[src/rtl/collector_drain_pkg.sv]
// rtl/collector_drain_pkg.sv - shared constants and helpers for the collector drain stage
package collector_drain_pkg;

  localparam int DEF_DATA_WIDTH        = 64;
  localparam int DEF_FIFO_DEPTH        = 4;
  localparam int DEF_RESULTS_PER_FRAME = 16;

  localparam int FRAME_CNT_W = 16;
  localparam int WORD_CNT_W  = 32;

  // Index width for a power-of-two buffer of the given depth
  function automatic int log2_ceil(input int value);
    return (value > 1) ? $clog2(value) : 1;
  endfunction

  // Word-in-frame index width; a one-word frame still needs a 1-bit index
  function automatic int idx_width(input int words_per_frame);
    return (words_per_frame > 1) ? $clog2(words_per_frame) : 1;
  endfunction

  localparam int PTR_W = log2_ceil(DEF_FIFO_DEPTH);

endpackage

[src/rtl/collector_drain_if.sv]
// rtl/collector_drain_if.sv - collector FIFO read port plus AXI-Stream output bundle
interface collector_drain_if
  import collector_drain_pkg::*;
#(
  parameter int DATA_WIDTH = DEF_DATA_WIDTH
) ();

  logic                  collector_ofifo_rdy;
  logic                  collector_ofifo_ren;
  logic [DATA_WIDTH-1:0] collector_ofifo_rdata;
  logic [DATA_WIDTH-1:0] m_axis_tdata;
  logic                  m_axis_tvalid;
  logic                  m_axis_tready;
  logic                  m_axis_tlast;

  // Environment side: owns the collector FIFO and the downstream sink
  modport master (
    output collector_ofifo_rdy,
    input  collector_ofifo_ren,
    output collector_ofifo_rdata,
    input  m_axis_tdata,
    input  m_axis_tvalid,
    output m_axis_tready,
    input  m_axis_tlast
  );

  // Drain side: reads the collector and drives the stream
  modport slave (
    input  collector_ofifo_rdy,
    output collector_ofifo_ren,
    input  collector_ofifo_rdata,
    output m_axis_tdata,
    output m_axis_tvalid,
    input  m_axis_tready,
    output m_axis_tlast
  );

endinterface

[src/rtl/drain_skid_fifo.sv]
// rtl/drain_skid_fifo.sv - small synchronous FIFO absorbing the collector read latency
module drain_skid_fifo
  import collector_drain_pkg::*;
#(
  parameter int DATA_WIDTH = DEF_DATA_WIDTH,
  parameter int DEPTH      = DEF_FIFO_DEPTH,
  localparam int PW        = log2_ceil(DEPTH)
) (
  input  logic                  clk,
  input  logic                  reset,
  input  logic                  i_push,
  input  logic [DATA_WIDTH-1:0] i_wdata,
  input  logic                  i_pop,
  output logic [DATA_WIDTH-1:0] o_rdata,
  output logic                  o_full,
  output logic                  o_empty,
  output logic [PW:0]           o_occupancy
);

  localparam logic [PW:0] PTR_ONE = (PW + 1)'(1);

  logic [DATA_WIDTH-1:0] r_mem [DEPTH];
  logic [PW:0]           r_wr_ptr;
  logic [PW:0]           r_rd_ptr;
  logic                  w_wr_en;
  logic                  w_rd_en;

  // Extra wrap bit distinguishes full from empty when the index bits match
  assign o_empty     = (r_wr_ptr == r_rd_ptr);
  assign o_full      = (r_wr_ptr[PW] != r_rd_ptr[PW]) &&
                       (r_wr_ptr[PW-1:0] == r_rd_ptr[PW-1:0]);
  assign o_occupancy = r_wr_ptr - r_rd_ptr;
  assign o_rdata     = r_mem[r_rd_ptr[PW-1:0]];

  // A full buffer still accepts a write when the head leaves in the same cycle
  assign w_rd_en = i_pop & ~o_empty;
  assign w_wr_en = i_push & (~o_full | w_rd_en);

  // Storage and write pointer; entries are cleared so tdata reads 0 out of reset
  always_ff @(posedge clk or negedge reset) begin
    if (!reset) begin
      r_wr_ptr <= '0;
      for (int i = 0; i < DEPTH; i++) begin
        r_mem[i] <= '0;
      end
    end else if (w_wr_en) begin
      r_mem[r_wr_ptr[PW-1:0]] <= i_wdata;
      r_wr_ptr                <= r_wr_ptr + PTR_ONE;
    end
  end

  // Read pointer advances on each pop of a non-empty buffer
  always_ff @(posedge clk or negedge reset) begin
    if (!reset) begin
      r_rd_ptr <= '0;
    end else if (w_rd_en) begin
      r_rd_ptr <= r_rd_ptr + PTR_ONE;
    end
  end

endmodule

[src/rtl/collector_drain.sv]
// rtl/collector_drain.sv - credit-managed collector drain re-emitting results as a framed stream
module collector_drain
  import collector_drain_pkg::*;
#(
  parameter int DATA_WIDTH        = DEF_DATA_WIDTH,
  parameter int FIFO_DEPTH        = DEF_FIFO_DEPTH,
  parameter int RESULTS_PER_FRAME = DEF_RESULTS_PER_FRAME
) (
  input  logic                   clk,
  input  logic                   reset,
  input  logic                   drain_en,
  collector_drain_if.slave       bus,
  output logic [FRAME_CNT_W-1:0] frame_count,
  output logic [WORD_CNT_W-1:0]  word_count,
  output logic                   overflow_err
);

  localparam int BUF_PTR_W = log2_ceil(FIFO_DEPTH);
  localparam int USED_W    = BUF_PTR_W + 2;
  localparam int IDX_W     = idx_width(RESULTS_PER_FRAME);

  localparam logic [IDX_W-1:0]       LAST_IDX  = IDX_W'(RESULTS_PER_FRAME - 1);
  localparam logic [IDX_W-1:0]       IDX_ONE   = IDX_W'(1);
  localparam logic [USED_W-1:0]      CREDITS   = USED_W'(FIFO_DEPTH);
  localparam logic [FRAME_CNT_W-1:0] FRAME_ONE = FRAME_CNT_W'(1);
  localparam logic [WORD_CNT_W-1:0]  WORD_ONE  = WORD_CNT_W'(1);

  logic                   r_inflight;
  logic [IDX_W-1:0]       r_word_idx;
  logic [FRAME_CNT_W-1:0] r_frame_count;
  logic [WORD_CNT_W-1:0]  r_word_count;
  logic                   r_overflow;

  logic [BUF_PTR_W:0]     w_occ;
  logic [USED_W-1:0]      w_used;
  logic                   w_full;
  logic                   w_empty;
  logic                   w_ren;
  logic                   w_tvalid;
  logic                   w_tlast;
  logic                   w_pop;
  logic [DATA_WIDTH-1:0]  w_head;

  // A read is only issued when the buffer has room for it after the in-flight word lands;
  // reset gates the strobe so nothing is requested while state is being cleared
  assign w_used = USED_W'(w_occ) + USED_W'(r_inflight);
  assign w_ren  = reset & drain_en & bus.collector_ofifo_rdy & (w_used < CREDITS);

  assign w_tvalid = ~w_empty;
  assign w_tlast  = w_tvalid & (r_word_idx == LAST_IDX);
  assign w_pop    = w_tvalid & bus.m_axis_tready;

  assign bus.collector_ofifo_ren = w_ren;
  assign bus.m_axis_tdata        = w_head;
  assign bus.m_axis_tvalid       = w_tvalid;
  assign bus.m_axis_tlast        = w_tlast;

  assign frame_count  = r_frame_count;
  assign word_count   = r_word_count;
  assign overflow_err = r_overflow;

  drain_skid_fifo #(
    .DATA_WIDTH (DATA_WIDTH),
    .DEPTH      (FIFO_DEPTH)
  ) u_buf (
    .clk         (clk),
    .reset       (reset),
    .i_push      (r_inflight),
    .i_wdata     (bus.collector_ofifo_rdata),
    .i_pop       (w_pop),
    .o_rdata     (w_head),
    .o_full      (w_full),
    .o_empty     (w_empty),
    .o_occupancy (w_occ)
  );

  // Read data arrives one cycle after the strobe; remember that a word is on its way
  always_ff @(posedge clk or negedge reset) begin
    if (!reset) begin
      r_inflight <= 1'b0;
    end else begin
      r_inflight <= w_ren;
    end
  end

  // A landing word with no room and no pop is dropped and flagged until reset
  always_ff @(posedge clk or negedge reset) begin
    if (!reset) begin
      r_overflow <= 1'b0;
    end else if (r_inflight && w_full && !w_pop) begin
      r_overflow <= 1'b1;
    end
  end

  // Word-in-frame index and completed-frame count, both advanced by accepted words
  always_ff @(posedge clk or negedge reset) begin
    if (!reset) begin
      r_word_idx    <= '0;
      r_frame_count <= '0;
    end else if (w_pop) begin
      if (r_word_idx == LAST_IDX) begin
        r_word_idx    <= '0;
        r_frame_count <= r_frame_count + FRAME_ONE;
      end else begin
        r_word_idx <= r_word_idx + IDX_ONE;
      end
    end
  end

  // Accepted-word count saturates rather than wrapping
  always_ff @(posedge clk or negedge reset) begin
    if (!reset) begin
      r_word_count <= '0;
    end else if (w_pop && (r_word_count != '1)) begin
      r_word_count <= r_word_count + WORD_ONE;
    end
  end

endmodule

[src/flat_wrapper.sv]
// flat-port wrapper written by rule: the top's interface ports become plain ports
module collector_drain_flat import collector_drain_pkg::*;
#(
  parameter int DATA_WIDTH        = DEF_DATA_WIDTH,
  parameter int FIFO_DEPTH        = DEF_FIFO_DEPTH,
  parameter int RESULTS_PER_FRAME = DEF_RESULTS_PER_FRAME
)
  (clk, reset, drain_en, frame_count, word_count, overflow_err, bus_collector_ofifo_rdy, bus_collector_ofifo_ren, bus_collector_ofifo_rdata, bus_m_axis_tdata, bus_m_axis_tvalid, bus_m_axis_tready, bus_m_axis_tlast);
  collector_drain_if #(.DATA_WIDTH(DATA_WIDTH)) bus_i ();
  input  logic clk;
  input  logic reset;
  input  logic drain_en;
  output logic [FRAME_CNT_W-1:0] frame_count;
  output logic [WORD_CNT_W-1:0] word_count;
  output logic overflow_err;
  input wire logic [$bits(bus_i.collector_ofifo_rdy)-1:0] bus_collector_ofifo_rdy;
  output wire logic [$bits(bus_i.collector_ofifo_ren)-1:0] bus_collector_ofifo_ren;
  input wire logic [$bits(bus_i.collector_ofifo_rdata)-1:0] bus_collector_ofifo_rdata;
  output wire logic [$bits(bus_i.m_axis_tdata)-1:0] bus_m_axis_tdata;
  output wire logic [$bits(bus_i.m_axis_tvalid)-1:0] bus_m_axis_tvalid;
  input wire logic [$bits(bus_i.m_axis_tready)-1:0] bus_m_axis_tready;
  output wire logic [$bits(bus_i.m_axis_tlast)-1:0] bus_m_axis_tlast;
  assign bus_i.collector_ofifo_rdy = bus_collector_ofifo_rdy;
  assign bus_collector_ofifo_ren = bus_i.collector_ofifo_ren;
  assign bus_i.collector_ofifo_rdata = bus_collector_ofifo_rdata;
  assign bus_m_axis_tdata = bus_i.m_axis_tdata;
  assign bus_m_axis_tvalid = bus_i.m_axis_tvalid;
  assign bus_i.m_axis_tready = bus_m_axis_tready;
  assign bus_m_axis_tlast = bus_i.m_axis_tlast;
  collector_drain #(.DATA_WIDTH(DATA_WIDTH), .FIFO_DEPTH(FIFO_DEPTH), .RESULTS_PER_FRAME(RESULTS_PER_FRAME)) u_core (.clk(clk), .reset(reset), .drain_en(drain_en), .bus(bus_i), .frame_count(frame_count), .word_count(word_count), .overflow_err(overflow_err));
endmodule
[config.mk]
export PLATFORM = sky130hd
export DESIGN_NAME = collector_drain_flat
export DESIGN_NICKNAME = d
export VERILOG_FILES = /design/src/rtl/collector_drain_pkg.sv /design/src/rtl/collector_drain_if.sv /design/src/rtl/drain_skid_fifo.sv /design/src/rtl/collector_drain.sv /design/src/flat_wrapper.sv
export SDC_FILE = /design/constraint.sdc
export NUM_CORES = 1
export LEC_CHECK = 0
export ABC_AREA = 1
export BUFFER_PORTS_ARGS = -buffer_cell sky130_fd_sc_hd__buf_2
export CAP_MARGIN = 20
export CORE_MARGIN = 5
export CORE_UTILIZATION = 23
export DETAILED_ROUTE_END_ITERATION = 16
export PLACE_DENSITY = 0.44
export SLEW_MARGIN = 20
export SYNTH_ARGS = -nofsm -noshare
export SYNTH_HDL_FRONTEND = slang
export SYNTH_HIERARCHICAL = 1
export SYNTH_SLANG_ARGS = --single-unit
[constraint.sdc]
create_clock -name clk -period 4.8 [get_ports clk]
set_clock_uncertainty 0.1 [all_clocks]
set_input_delay 0.48 -clock clk [delete_from_list [all_inputs] [get_ports clk]]
set_output_delay 0.48 -clock clk [all_outputs]
set_load 0.02 [all_outputs]
# Yosys cells after proc, flatten, opt, wreduce, memory -nomap -nowiden
# Index checks and enable logic that the tools add are counted.
[word_totals]
elab_cells = 53
n_memories = 0
output_inout_bits = 116
input_bits = 69
register_bits = 316
ram_bits = 0
mem_bits_ro = 0
latchBits = 0
[op_classes]
magnitude_cmp = 4
multipliers = 0
n_div = 0
shifts = 0
reduce_logical = 7
n_eq_ne = 5
n_bitwise = 12
muxes = 7
n_addsub = 7
[ops]
columns = ["cell", "count"]
rows = [
  ["$bwmux W256", 1],
  ["$mux W64", 3],
  ["$bmux W64 S2", 1],
  ["$demux W64 S2", 1],
  ["$add A32 B1 Y32 const B", 1],
  ["$ne A32 B32 Y1 const B", 1],
  ["$add A16 B1 Y16 const B", 1],
  ["$and A1 B1 Y1", 7],
  ["$add A3 B1 Y3 const B", 2],
  ["$ge A3 B3 Y1 const B", 2],
  ["$not A2 Y3", 2],
  ["$logic_and A1 B1 Y1", 5],
  ["$add A3 B1 Y4", 1],
  ["$add A4 B1 Y4 const B", 1],
  ["$eq A4 B4 Y1 const B", 1],
  ["$lt A4 B3 Y1 const B", 1],
  ["$mux W4", 1],
  ["$eq A3 B3 Y1", 1],
  ["$lt A3 B1 Y1 const B", 1],
  ["$sub A3 B3 Y3", 1],
  ["$eq A2 B2 Y1", 1],
  ["$not A1 Y1", 2],
  ["$reduce_and A2 Y1", 1],
  ["$logic_not A1 Y1", 1],
  ["2 further kinds", 2],
]

# Depth between registers and ports, before layout
[logic_depth]
ltp_word = 6
mapped_depth = 17
ltp_nobuf = 15

# Modules after synthesis
# The synthesis kept the hierarchy.
[modules_own_cells]
columns = ["mod", "seq_area_each_um2", "area_each_um2", "cells_per_inst", "n_inst"]
rows = [
  ["drain_skid_fifo", 6556.3, 12769.7, 1555, 1],
  ["collector_drain", 1351.3, 3229.3, 455, 1],
]

# Worst setup path after synthesis
# No wires, ideal clock.
[synth_path]
kind = "reg-to-reg"
start = "reg u_core.u_buf.r_rd_ptr[1]"
end = "reg u_core.r_frame_count[8] (netlist: u_core/frame_count[8])"
slack_ns = 2.090
arrival_time_ns = 2.531
period_less_slack_ns = 2.710
setup_ns = 0.080
n_path_buf = 2
path_stages_with_launch = 17
required_time_ns = 4.620
path_cell_list = "dfrtp_1 > inv_1 > clkbuf_1 > clkbuf_1 > ha_1 > nand2_1 > inv_1 > nand2_1 > inv_1 > inv_2 > nand2_2 > nor2_4 > inv_1 > nor2_2 > inv_1 > nor2_1 > xor2_1"
[synth_via]
elab_chain_len = 4
[synth_rtl]
columns = ["element", "line", "text"]
rows = [
  ["start: declaration", "drain_skid_fifo.sv:24", "logic [PW:0] r_rd_ptr;"],
  ["start signal: assignment", "drain_skid_fifo.sv:57", "r_rd_ptr <= r_rd_ptr + PTR_ONE;"],
  ["$eq A3 B3 Y1", "drain_skid_fifo.sv:29", "assign o_empty = (r_wr_ptr == r_rd_ptr);"],
  ["named net u_core.w_empty", "collector_drain.sv:37", "logic w_empty;"],
  ["$not A1 Y1", "collector_drain.sv:49", "assign w_tvalid = ~w_empty;"],
  ["named net bus_m_axis_tvalid", "flat_wrapper.sv:20", "output wire logic [$bits(bus_i.m_axis_tvalid)-1:0] bus_m_axis_tvalid;"],
  ["$and A1 B1 Y1", "collector_drain.sv:51", "assign w_pop = w_tvalid & bus.m_axis_tready;"],
  ["$reduce_and A2 Y1 (no source line)", "n/a", ""],
  ["end signal: assignment", "collector_drain.sv:103", "r_frame_count <= r_frame_count + FRAME_ONE;"],
  ["end: declaration", "collector_drain.sv:30", "logic [FRAME_CNT_W-1:0] r_frame_count;"],
]
# The timed path passes the listed nets, and every way through them passes these cells.
# A chain may end at the register's enable or synchronous reset.

# Worst setup path in the final report
[layout_path]
start = "reg u_core.u_buf.r_rd_ptr[0]"
end = "out bus_collector_ofifo_ren"
[layout_via]
elab_chain_len = 4
[layout_rtl]
columns = ["element", "line", "text"]
rows = [
  ["$sub A3 B3 Y3", "drain_skid_fifo.sv:32", "assign o_occupancy = r_wr_ptr - r_rd_ptr;"],
  ["named net u_core.w_occ[1]", "collector_drain.sv:34", "logic [BUF_PTR_W:0] w_occ;"],
  ["$add A3 B1 Y4", "collector_drain.sv:46", "assign w_used = USED_W'(w_occ) + USED_W'(r_inflight);"],
  ["$lt A4 B3 Y1", "collector_drain.sv:47", "assign w_ren = reset & drain_en & bus.collector_ofifo_rdy & (w_used < CREDITS);"],
  ["$and A1 B1 Y1", "collector_drain.sv:47", ""],
  ["end: declaration", "flat_wrapper.sv:17", "output wire logic [$bits(bus_i.collector_ofifo_ren)-1:0] bus_collector_ofifo_ren;"],
]
# The timed path passes the listed nets, and every way through them passes these cells.

==> metrics.cfg <==
[sta]
hold_violations = 0
final.min_clock_period_ns = 3.814
setup_tns_ns = 0
maxSlewViolCount = 0
rsz0062_at_grt = no
relSlewSlack = 0.2568
post-route-period-util = 0.7946
tightest_slew_ns = 1.115
finalSetupViolations = 0
clock.fmax_mhz = 262.2

[synthesis]
yosysTopAreaCell = dfrtp_1
synth_fp_nets = 2090
synth_top_cell_area_share = 0.4943
syn_inst = 2010
ys_ff_latch = 316
synthTopCellsByArea = dfrtp_1 49%, nand2_1 17%, nand4_1 11%, nor2_1 4.5%, o21ai_0 4.3%
yosysWarnings = 6
synth-seq-area-share = 0.4943
syn_area_um2 = 16000
avgSynthCellArea_um2 = 7.960
synth.distinct_cells = 32

[floorplan]
die_w_um = 273.7
die_h_um = 273.7
start_util = 0.2325
core.rowCount = 96
coreArea_um2 = 68830
io_pins = 185
die_area_um2 = 74940

[drt]
drcViolationCount = 0
drtPass1Iterations = 5
drtIter0Drc = 1066
viasPerCell = 4.783
ant_nets = 0
vias = 14680
wl_per_cell_um = 18.60
drt-total-wl_mm = 57.09

[cts]
clk_pin_slew_ns = 0.06
clock-sinks = 316
holdBufCountCts = 1
insertion_delay_ns = 0.57
cts.repair.resized = 0
cts_setup_buffers = 0
h-tree-depth = 2
clockRootBuffer = clkbuf_16
cts_tree = yes
cts_buffer_depth = 3
cts_inserted_buffers = 42

[global_route]
grt_use_met1 = 0.2075
grt_pass1_wl_mm = 88.71
antenna_found_initial = 6
grt_util_all_layers = 0.1487
grt_pass1_vias = 14470
grt_max_degree = 130
grt_use_met2 = 0.2423
busiest_layer = met2
overflow = 0
met3_usage = 0.02524

[cells_and_area]
final_cell_mix = 713 x nand2_1, 313 x dfrtp_1, 270 x nand4_1, 191 x nor2_1, 183 x buf_2
multi_input_area_um2 = 7007
drive_gt1_frac = 0.1452
nNetsFinal = 2187
nFillCells = 7517
seqCellArea_um2 = 7916
area_growth_pct = 17.99
final_common_cell = nand2_1
finish.instance_area_um2 = 18880

[setup_path]
cpLargestDelayFamily = compound AO/OA/AOI/OAI gates
worstPathCellList = ha_1 > fa_1 > inv_1 > a311oi_1 > buf_2
cp.arrival_ns = 3.23
criticalPathCategory = flip-flop to output port
worstPathRequired_ns = 4.22
start_kind = flip-flop
endpoint_kind = output port
critPathBufInv = 2
critPathMaxFanout = 39
crit_slowest_cell = a311oi_1
slowest_delay_ns = 0.86

[pwr]
p_per_area_nw_per_um2 = 678.9
vdd_drop_max_mv = 0.3723
total_leakage_power_nw = 9.307

[place]
placed_cell_area_um2 = 17450
routabilityCongestion = 0.7734
portBuffers = 184
hpwlAfterDp_mm = 31.32

[job]
drv_cap = 0

[worst_hold_path]
hp-class = primary input to flip-flop

[outcome]
status = complete, no violations

==> sequential cells by signal (all words and copies together) (netlist names) <==
register               cells
u_core/u_buf/r_mem       256
u_core/word_count         32
u_core/frame_count        16
u_core/r_word_idx          4
u_core/u_buf/r_rd_ptr      3
u_core/u_buf/r_wr_ptr      3
u_core/overflow_err        1
u_core/r_inflight          1
==> cells in the mapped netlist, drive strengths merged <==
library cell / instances
inv: 60
nand4: 270
a31o: 1
o21ai: 136
nand3: 36
o22ai: 64
ha: 10
fa: 1
buf: 108
nand3b: 7
nor2: 200
nor3: 4
xnor2: 10
a21oi: 2
nor3b: 1
a311oi: 1
dfrtp: 316
clkbuf: 50
nand2: 720
xor2: 13
==> cell families (layout without fill, tap and decap cells) <==
kind of cell               count (synthesis)  after routing  share of synthesized area
and+or+nand+nor                         1238           1238                     0.3449
xor gates and xnor gates                  23             23                    0.01259
other                                      0              3                          0
DFF                                      316            316                     0.4943
adders and majority gates                 11             11                   0.009072
AOI/OAI and AO/OA                        204            204                    0.06952
buffers and inverters                    218            343                    0.06968
==> power breakdown <==
group          switching [W]  internal, W  leakage (nW)
clock network        0.00124      0.00193         0.675
registers           0.000641      0.00366          4.12
logic                0.00386      0.00149          4.51
==> path summary, 6_finish.rpt <==
check | cells after the start | slack, ns | endpoint | start
hold / removal | 3 | 0.10 | u_core/u_buf/r_mem[77]$_DFFE_PN0P_ | bus_collector_ofifo_rdata[13]
max in group asynchronous | 4 | 2.20 | u_core/u_buf/r_mem[30]$_DFFE_PN0P_ | reset
setup reg to reg | 12 | 1.15 | u_core/u_buf/r_mem[39]$_DFFE_PN0P_ | u_core/u_buf/r_rd_ptr[0]$_DFFE_PN0P_
hold reg to reg | 2 | 0.36 | u_core/u_buf/r_mem[149]$_DFFE_PN0P_ | u_core/u_buf/r_mem[149]$_DFFE_PN0P_
min in group asynchronous | 2 | 0.31 | u_core/word_count[13]$_DFFE_PN0P_ | reset
setup / recovery | 5 | 0.99 | bus_collector_ofifo_ren | u_core/u_buf/r_rd_ptr[0]$_DFFE_PN0P_
==> routing by layer <==
layer  vias up  share of wire
met4         6          0.016
met3        82          0.055
met5         -        0.00072
li1       6959              -
met2       382           0.46
met1      7250           0.46
==> cell type report <==
class,instances,area share
sequential,316,0.4194
multi-input combinational,1476,0.3712
clock buffer,60,0.06463
timing repair buffer,211,0.06191
tap,931,0.06171
inverter,60,0.01220
clock inverter,12,0.008617
antenna,3,0.0003977
==> worst min-delay path, cell delays in order <==
cell	delay (ns)
buf_2	0.12
nand4_1	0.08
nand2_1	0.05
==> stage by stage <==
step	hold WS (ns)	instances	util	worst slack [ns]	power (W)
6_report	0.1015	3069	0.2743	0.9859	0.01282
5_1_grt	0.08394	3068	0.2742	0.8218	0.01374
4_1_cts	0.05755	3065	0.2738	0.9431	0.01298
3_5_place_dp	0.3274	2992	0.2535	1.202	0.009712
3_3_place_gp	0.3177	2992	0.2535	1.263	0.009669
2_1_floorplan	0.08441	2010	-	2.090	0.007807
(Power assumes the default switching activity.)
